$ cat config.mk
export PLATFORM = sky130hd
export DESIGN_NAME = color_classifier
export DESIGN_NICKNAME = d
export VERILOG_FILES = /design/src/rtl/color_pkg.sv /design/src/rtl/color_classifier_rgb_max2.sv /design/src/rtl/color_classifier.sv
export SDC_FILE = /design/constraint.sdc
export NUM_CORES = 1
export LEC_CHECK = 0
export BUFFER_PORTS_ARGS = -buffer_cell sky130_fd_sc_hd__buf_2
export CAP_MARGIN = 40
export CORE_ASPECT_RATIO = 0.75
export CORE_MARGIN = 5
export CORE_UTILIZATION = 55
export DETAILED_ROUTE_END_ITERATION = 8
export HOLD_SLACK_MARGIN = 0.06
export PLACE_DENSITY = 0.75
export SLEW_MARGIN = 15
export SYNTH_ARGS = -nofsm -noshare
export SYNTH_HDL_FRONTEND = slang
export SYNTH_HIERARCHICAL = 1
export SYNTH_SLANG_ARGS = --single-unit
$ cat constraint.sdc
create_clock -name clk -period 4.8 [get_ports clk]
set_input_delay 0.24 -clock clk [delete_from_list [all_inputs] [get_ports clk]]
set_output_delay 0.24 -clock clk [all_outputs]
set_load 0.005 [all_outputs]
$ cat src/rtl/color_pkg.sv
// Shared class encoding, widths and debounce state encoding for the colour path.
package color_pkg;

  localparam int CLS_W  = 3;
  localparam int NORM_W = 16;

  localparam logic [CLS_W-1:0] CLS_NONE    = 3'd0;
  localparam logic [CLS_W-1:0] CLS_RED     = 3'd1;
  localparam logic [CLS_W-1:0] CLS_GREEN   = 3'd2;
  localparam logic [CLS_W-1:0] CLS_BLUE    = 3'd3;
  localparam logic [CLS_W-1:0] CLS_UNKNOWN = 3'd4;
  localparam logic [CLS_W-1:0] CLS_DARK    = 3'd5;

  // Channel index of the dominant component as reported by rgb_max2
  localparam logic [1:0] IDX_RED   = 2'd0;
  localparam logic [1:0] IDX_GREEN = 2'd1;
  localparam logic [1:0] IDX_BLUE  = 2'd2;

  typedef enum logic [1:0] {
    ST_IDLE      = 2'd0,
    ST_CANDIDATE = 2'd1,
    ST_STABLE    = 2'd2
  } state_t;

  function automatic logic [CLS_W-1:0] idx_to_class(input logic [1:0] idx);
    case (idx)
      IDX_RED:   return CLS_RED;
      IDX_GREEN: return CLS_GREEN;
      default:   return CLS_BLUE;
    endcase
  endfunction

endpackage

$ cat src/rtl/color_classifier_rgb_max2.sv
// Registered max / runner-up finder over an RGB triplet. Ties go to the
// earlier channel (red, then green, then blue).
module rgb_max2
  import color_pkg::*;
#(
  parameter int W = NORM_W
) (
  input  logic         clk,
  input  logic         rst,
  input  logic         in_valid,
  input  logic [W-1:0] red,
  input  logic [W-1:0] green,
  input  logic [W-1:0] blue,
  input  logic         luz_in,
  output logic         out_valid,
  output logic [W-1:0] max_val,
  output logic [W-1:0] second_val,
  output logic [1:0]   max_idx,
  output logic         luz_out
);

  logic [W-1:0] m, s;
  logic [1:0]   idx;

  // Dominant channel with red > green > blue tie priority, plus the larger of the other two
  always_comb begin
    if (red >= green && red >= blue) begin
      idx = IDX_RED;
      m   = red;
      s   = (green >= blue) ? green : blue;
    end else if (green >= blue) begin
      idx = IDX_GREEN;
      m   = green;
      s   = (red >= blue) ? red : blue;
    end else begin
      idx = IDX_BLUE;
      m   = blue;
      s   = (red >= green) ? red : green;
    end
  end

  // Capture the result alongside luz whenever a sample arrives
  always_ff @(posedge clk or posedge rst) begin
    if (rst) begin
      out_valid  <= 1'b0;
      max_val    <= '0;
      second_val <= '0;
      max_idx    <= IDX_RED;
      luz_out    <= 1'b0;
    end else begin
      out_valid <= in_valid;
      if (in_valid) begin
        max_val    <= m;
        second_val <= s;
        max_idx    <= idx;
        luz_out    <= luz_in;
      end
    end
  end

endmodule

$ cat src/rtl/color_classifier.sv
// Classifies normalized RGB samples, debounces the class over consecutive
// samples and drops back to NONE when the sensor front end goes quiet.
module color_classifier
  import color_pkg::*;
#(
  parameter logic [NORM_W-1:0] MIN_LEVEL      = 16'd20,
  parameter logic [NORM_W-1:0] MARGIN         = 16'd10,
  parameter int                STABLE_COUNT   = 3,
  parameter logic [31:0]       TIMEOUT_CYCLES = 32'd60_000_000
) (
  input  logic              clk,
  input  logic              rst,
  input  logic              sample_valid,
  input  logic [NORM_W-1:0] red_norm,
  input  logic [NORM_W-1:0] green_norm,
  input  logic [NORM_W-1:0] blue_norm,
  input  logic              luz,
  output logic [CLS_W-1:0]  raw_class,
  output logic              raw_valid,
  output logic [CLS_W-1:0]  color_out,
  output logic              color_changed,
  output logic [3:0]        confidence,
  output logic              stale
);

  localparam logic [3:0] STABLE_CNT = 4'(STABLE_COUNT);

  logic              s1_valid, s1_luz;
  logic [NORM_W-1:0] s1_max, s1_second;
  logic [1:0]        s1_idx;

  rgb_max2 #(.W(NORM_W)) u_max2 (
    .clk        (clk),
    .rst        (rst),
    .in_valid   (sample_valid),
    .red        (red_norm),
    .green      (green_norm),
    .blue       (blue_norm),
    .luz_in     (luz),
    .out_valid  (s1_valid),
    .max_val    (s1_max),
    .second_val (s1_second),
    .max_idx    (s1_idx),
    .luz_out    (s1_luz)
  );

  logic [CLS_W-1:0] next_class;

  // Raw class rule: dark wins, then level floor, then dominance margin (M >= S, no underflow)
  always_comb begin
    next_class = idx_to_class(s1_idx);
    if (s1_luz)                               next_class = CLS_DARK;
    else if (s1_max < MIN_LEVEL)              next_class = CLS_UNKNOWN;
    else if ((s1_max - s1_second) < MARGIN)   next_class = CLS_UNKNOWN;
  end

  // Stage 2 register: raw class and its strobe
  always_ff @(posedge clk or posedge rst) begin
    if (rst) begin
      raw_class <= CLS_NONE;
      raw_valid <= 1'b0;
    end else begin
      raw_valid <= s1_valid;
      if (s1_valid) raw_class <= next_class;
    end
  end

  state_t           state;
  logic [CLS_W-1:0] candidate;
  logic [31:0]      wdog;
  logic             match, expire;
  logic [3:0]       nconf;

  // Run-length bookkeeping: in STABLE the run is measured against the committed colour
  always_comb begin
    match = 1'b0;
    if (state == ST_STABLE)         match = (raw_class == color_out);
    else if (state == ST_CANDIDATE) match = (raw_class == candidate);
    nconf = 4'd1;
    if (match) nconf = (confidence == 4'd15) ? 4'd15 : confidence + 4'd1;
    expire = !sample_valid && (wdog != TIMEOUT_CYCLES) && (wdog + 32'd1 == TIMEOUT_CYCLES);
  end

  // Debounce FSM and watchdog; expiry overrides any debounce update in the same cycle
  always_ff @(posedge clk or posedge rst) begin
    if (rst) begin
      state         <= ST_IDLE;
      candidate     <= CLS_NONE;
      color_out     <= CLS_NONE;
      color_changed <= 1'b0;
      confidence    <= 4'd0;
      stale         <= 1'b0;
      wdog          <= '0;
    end else begin
      color_changed <= 1'b0;
      if (sample_valid) begin
        wdog  <= '0;
        stale <= 1'b0;
      end else if (wdog != TIMEOUT_CYCLES) begin
        wdog <= wdog + 32'd1;
      end
      if (raw_valid) begin
        confidence <= nconf;
        candidate  <= raw_class;
        if (state == ST_STABLE && match) begin
          state <= ST_STABLE;
        end else if (nconf >= STABLE_CNT) begin
          state         <= ST_STABLE;
          color_out     <= raw_class;
          color_changed <= (raw_class != color_out);
        end else begin
          state <= ST_CANDIDATE;
        end
      end
      if (expire) begin
        stale         <= 1'b1;
        color_out     <= CLS_NONE;
        color_changed <= (color_out != CLS_NONE);
        confidence    <= 4'd0;
        state         <= ST_IDLE;
      end
    end
  end

endmodule

==> out/qor.yml, run 1 <==
fin_util_pct: 61.6
max-slew-margin-rel_pct: 48.0
ys_ff_latch: 86
synth_top_area_cell: "dfrtp_1"
grt_overflow: 0
yosys_warnings: 6
grt_max_degree: 54
switchingPower_mw: 0.976
drv_slew: 0
crit_fanout: 11
swShare_pct: 37.8
post-route-min-period_ns: 3.20
fmax_ghz: 0.312
multi_input_area_um2: 4650
finalPower_mw: 2.58
worst-setup-path-type: "flip-flop to flip-flop"
initial_utilization_pct: 56.0
clock_power_share_pct: 27.4
drv_cap: 0
netlist_area_um2: 7230
synth-main-ff-cell: "dfrtp_1"
tns_ns: 0
core_um2: 12900
pwr-share-seq_pct: 35.4
tightest_slew_ns: 0.773
p_comb_share_pct: 37.2
synth.distinct_cells: 76
insertion_delay_ns: 0.35
clk_pin_slew_worst_paths_ns: 0.08
drt-total-wl_um: 18700
numClockSinks: 86
p_int_mw: 1.61
outcome: "finished clean"
dr.pass1.iters: 5
ys_seq_area_share_pct: 29.7
areaGrowthSynthToFinish_pct: 10.2
min_period_over_period_pct: 66.8
layout-drive-gt1-share_pct: 13.0
dieArea_um2: 15600
antenna_found_initial: 0
vias: 6544
nFillCells: 1106
setup_violations: 0
fin_skew_ns: 0.0120
drtIter0Drc: 788
hold_path_class: "primary input to flip-flop"
fp.dieH_um: 109
synth.avg_cell_area_um2: 8.58
rows: 36
final_nets: 1002
rsz0062_at_grt: "no"
num_io_pins: 65
cts_setup_buffers: 0
gp_congestion: 0.949
peakVddDrop_mv: 0.178
cts_tree: "yes"
worst_setup_path_end_kind: "flip-flop"
cts_root_buf: "clkbuf_16"
numCtsBuffers: 9
power_density_nw_per_um2: 324
route.detailed.drc: 0
grt_usage_pct: 24.8
cts_buffer_depth: 2
finalHoldViolCount: 0
fp.dieW_um: 142
syn-num-nets: 961
synthTopCellsByArea: "dfrtp_1 (30%), ha_1 (11%), mux2i_1 (5.5%), nand2_1 (3.7%), a21oi_1 (3.5%)"
ys_async_sr_fraction_pct: 100
routed_via_density: 6.17
required_ns: 5.07
grt_pass1_vias: 6020
htreeDepth: 3
netlist_instances: 843
dp_hpwl_um: 13900
wire_per_inst_um: 17.7
seq_area_um2: 2150
ctsResizeCount: 0
grt_pass1_wl_um: 31000
arrival_ns: 3.48
port_buffers: 64
cellLeakagePower_nw: 3.73
yosysTopAreaCellShare_pct: 29.7
drtAntennaViolNets: 0
cp-start-kind: "flip-flop"
synth_edf_count: 0
cts_hold_buffers: 1
antenna_cells: 0
[stage by stage]
step                area, um^2  std cells  setup WS [ns]  hold WS, ns
detailed placement        7660       1043           1.55        0.262
finish                    7970       1060           1.60        0.138
floorplan                 7230        843           1.98        0.271
global route              7970       1060           1.45        0.145
global placement          7640       1042           1.58        0.400
CTS                       7970       1060           1.64        0.139
[sequential cells by signal, indices dropped and copies added, names as in the netlist]
signal	count
wdog	32
u_max2/max_val	16
u_max2/second_val	16
confidence	4
candidate	3
color_out	3
raw_class	3
state	2
u_max2/max_idx	2
color_changed	1
raw_valid	1
stale	1
u_max2/luz_out	1
u_max2/out_valid	1
[critical path, cell delays in order (launching register included)]
cell       delay, ns
dfrtp_1         0.51
nand3_2         0.20
or4_1           0.69
or3_4           0.44
a2111oi_2       0.36
nand4b_1        0.15
nor4_2          0.34
buf_4           0.25
mux2i_1         0.20
[path summary, 6_finish.rpt]
kind,from,end,slack [ns],cells past startpoint
max,wdog[5],color_changed,1.60,8
min,green_norm[3],u_max2/second_val[3],0.14,2
max reg2reg,wdog[5],color_changed,1.60,8
min reg2reg,stale,stale,0.48,1
max in group asynchronous,rst,wdog[3],3.84,4
min in group asynchronous,rst,wdog[19],0.44,3
[placed cells by master, fill, tap and decap left out, types with 33 or more instances in the layout]
cell,synthesis,routed
o21ai_0,37,37
nand3_1,33,33
a21oi_1,51,51
nand2_1,72,72
nor2_1,60,60
buf_2,12,64
ha_1,65,65
dfrtp_1,86,86
mux2i_1,40,40
inv_1,60,59
[power groups by stage]
stage | combinational (mW) | sequential (mW) | clock (mW)
2_1_floorplan | 0.716 | 0.900 | 0
3_3_place_gp | 0.932 | 0.926 | 0
3_5_place_dp | 0.942 | 0.927 | 0
4_1_cts | 0.950 | 0.913 | 0.717
5_1_grt | 1.07 | 0.929 | 0.748
6_report | 0.962 | 0.915 | 0.707
[logic make-up (layout without fill, tap and decap cells)]
kind of cell | count (synthesis) | count (layout) | synth area share (%)
flops | 86 | 86 | 29.7
buf+inv | 107 | 153 | 6.02
fa+ha+maj | 66 | 66 | 11.5
xor+xnor | 44 | 44 | 5.33
simple gates | 304 | 304 | 22.2
compound gates | 191 | 191 | 18.9
mux | 45 | 45 | 6.31
[metal layers]
metal | GRT usage (%) | share of wire, % | wire length, um | vias up
met3 | 4.26 | 9.0 | 1680 | 31
met2 | 33.2 | 40 | 7450 | 328
met5 | 0 | 0 | 0 | -
li1 | - | - | - | 3150
met4 | 5.22 | 1.6 | 301 | 0
met1 | 40.9 | 50 | 9310 | 3035
[cell type report]
class	count	area share (%)
clock buffer	9	2.83
clock inverter	7	0.958
inverter	61	2.87
multi-input combinational	650	58.3
sequential	86	27.0
tap	171	2.68
timing repair buffer	76	5.34
[cell usage after synthesis (all sizes together) (18+ instances only)]
library cell,n
clkbuf,31
a2111o,19
nand2,73
nor2,60
ha,65
xnor2,20
inv,60
dfrtp,86
nor3,18
a211oi,20
mux2i,40
nor2b,21
o21ai,37
nand4,24
a21oi,51
xor2,24
nand3,34
No activity file was read; power rests on OpenSTA's default activity.
==> run 2: changes to the inputs <==
==> constraint.sdc (replaced) <==
create_clock -name clk -period 3.25 [get_ports clk]
set_input_delay 0.1625 -clock clk [delete_from_list [all_inputs] [get_ports clk]]
set_output_delay 0.1625 -clock clk [all_outputs]
set_load 0.005 [all_outputs]
==> out/qor.yml, run 2 (same netlist as run 1, synthesis figures left out) <==
stdcell_area_um2: 8050
grt_overflow: 0
wire_per_inst_um: 18.3
tightest_slew_ns: 0.743
regMostFlops: "wdog"
port_buffers: 64
peakVddDrop_mv: 0.363
vias: 6636
htreeDepth: 3
rsz0062_at_grt: "no"
insertion_delay_ns: 0.35
top_regs: "wdog x32, u_max2/max_val x16, u_max2/second_val x16"
worst-setup-path-type: "flip-flop to flip-flop"
cp-start-kind: "flip-flop"
setup_violations: 0
pwr-share-seq_pct: 35.8
placed_cell_area_um2: 7750
final_cell_mix: "dfrtp_1 (86), nand2_1 (72), ha_1 (65)"
required_ns: 3.53
grt_pass1_wl_um: 32700
clock_power_share_pct: 25.8
use_met3_pct: 5.35
max-slew-margin-rel_pct: 50.3
grt_max_degree: 53
switchingPower_mw: 1.43
dp_hpwl_um: 14500
fin_skew_ns: 0.00958
grtUsageMet1_pct: 40.3
final_nets: 1015
largest_register_ffs: 32
outcome: "finished clean"
dieArea_um2: 15600
drt-total-wl_um: 19600
gp_congestion: 0.966
finalHoldViolCount: 0
worst_setup_path_end_kind: "flip-flop"
antenna_cells: 0
drtAntennaViolNets: 0
route.detailed.drc: 0
hold_path_class: "primary input to flip-flop"
routed_via_density: 6.19
final_common_cell: "dfrtp_1"
min_period_over_period_pct: 94.1
swShare_pct: 37.8
numClockSinks: 86
cts_root_buf: "clkbuf_16"
core_um2: 12900
p_comb_share_pct: 38.5
fmax_ghz: 0.327
antenna_found_initial: 0
drv_cap: 0
areaGrowthSynthToFinish_pct: 11.2
rows: 36
clk_pin_slew_worst_paths_ns: 0.07
power_density_nw_per_um2: 472
tns_ns: 0
fp.dieH_um: 109
dr.pass1.iters: 5
initial_utilization_pct: 56.0
p_int_mw: 2.36
met2_usage_pct: 37.8
fp.dieW_um: 142
post-route-min-period_ns: 3.06
crit_fanout: 11
grt_pass1_vias: 6321
grt.busiest_layer: "met1"
cts_tree: "yes"
drtIter0Drc: 895
cts_buffer_depth: 2
arrival_ns: 3.33
grt_usage_pct: 26.1
num_io_pins: 65
cellLeakagePower_nw: 3.78
numCtsBuffers: 9
drv_slew: 0
layout-drive-gt1-share_pct: 14.3
-- run 2: worst max-delay path, cell delays in order (launching register included) --
cell	delay, ns
dfrtp_1	0.48
nand3_2	0.20
or4_1	0.60
or3_4	0.40
a2111oi_2	0.36
nand4b_1	0.16
nor4_2	0.35
buf_4	0.24
mux2i_1	0.18
-- run 2: power by group through the flow --
stage / clock (mW) / combinational (mW) / sequential (mW)
6_report: 0.978 / 1.46 / 1.36
5_1_grt: 1.04 / 1.63 / 1.38
4_1_cts: 0.995 / 1.44 / 1.35
3_5_place_dp: 0 / 1.42 / 1.37
3_3_place_gp: 0 / 1.40 / 1.37
2_1_floorplan: 0 / 1.06 / 1.33
-- run 2: what timing repair did --
item / in CTS / in global routing
resized for setup: 0 / 3
buffers inserted: 0 / 0
hold buffers: 1 / 0
hold endpoints to repair: 53 / 0
endpoints found under the setup margin: 0 / 4
-- run 2: area by class of cell --
| class | instances | area, um^2 |
|---|---|---|
| multi-input combinational | 650 | 4650 |
| tap | 171 | 214 |
| clock inverter | 6 | 47.5 |
| clock buffer | 9 | 225 |
| timing repair buffer | 89 | 523 |
| inverter | 61 | 229 |
| sequential | 86 | 2150 |
| fill | 1116 | 4880 |
-- run 2: final timing paths --
check                                   endpoint           start  cells past startpoint  slack, ns
max                                color_changed         wdog[5]                      8       0.19
min                        u_max2/second_val[10]  green_norm[10]                      2       0.07
max reg2reg                        color_changed         wdog[5]                      8       0.19
min reg2reg                                stale           stale                      1       0.48
max in group asynchronous                wdog[9]             rst                      4       2.35
min in group asynchronous               wdog[22]             rst                      3       0.38
-- run 2: routing by layer --
layer | vias to the layer above | wire (um)
li1 | 3176 | -
met2 | 289 | 8140
met4 | 0 | 237
met3 | 21 | 1600
met5 | - | 0
met1 | 3150 | 9610
-- run 2: through the flow --
stage / utilization [%] / instances / power, mW / setup slack [ns] / hold WS (ns)
final: 62.2 / 1072 / 3.80 / 0.192 / 0.0705
after CTS: 62.2 / 1072 / 3.78 / 0.0674 / 0.0605
after global placement: 59.8 / 1055 / 2.76 / 0.0977 / 0.320
after detailed placement: 60.0 / 1056 / 2.79 / 0.0951 / 0.195
after floorplan: - / 843 / 2.39 / 0.426 / 0.194
after global routing: 62.2 / 1072 / 4.04 / 0.00864 / 0.0666
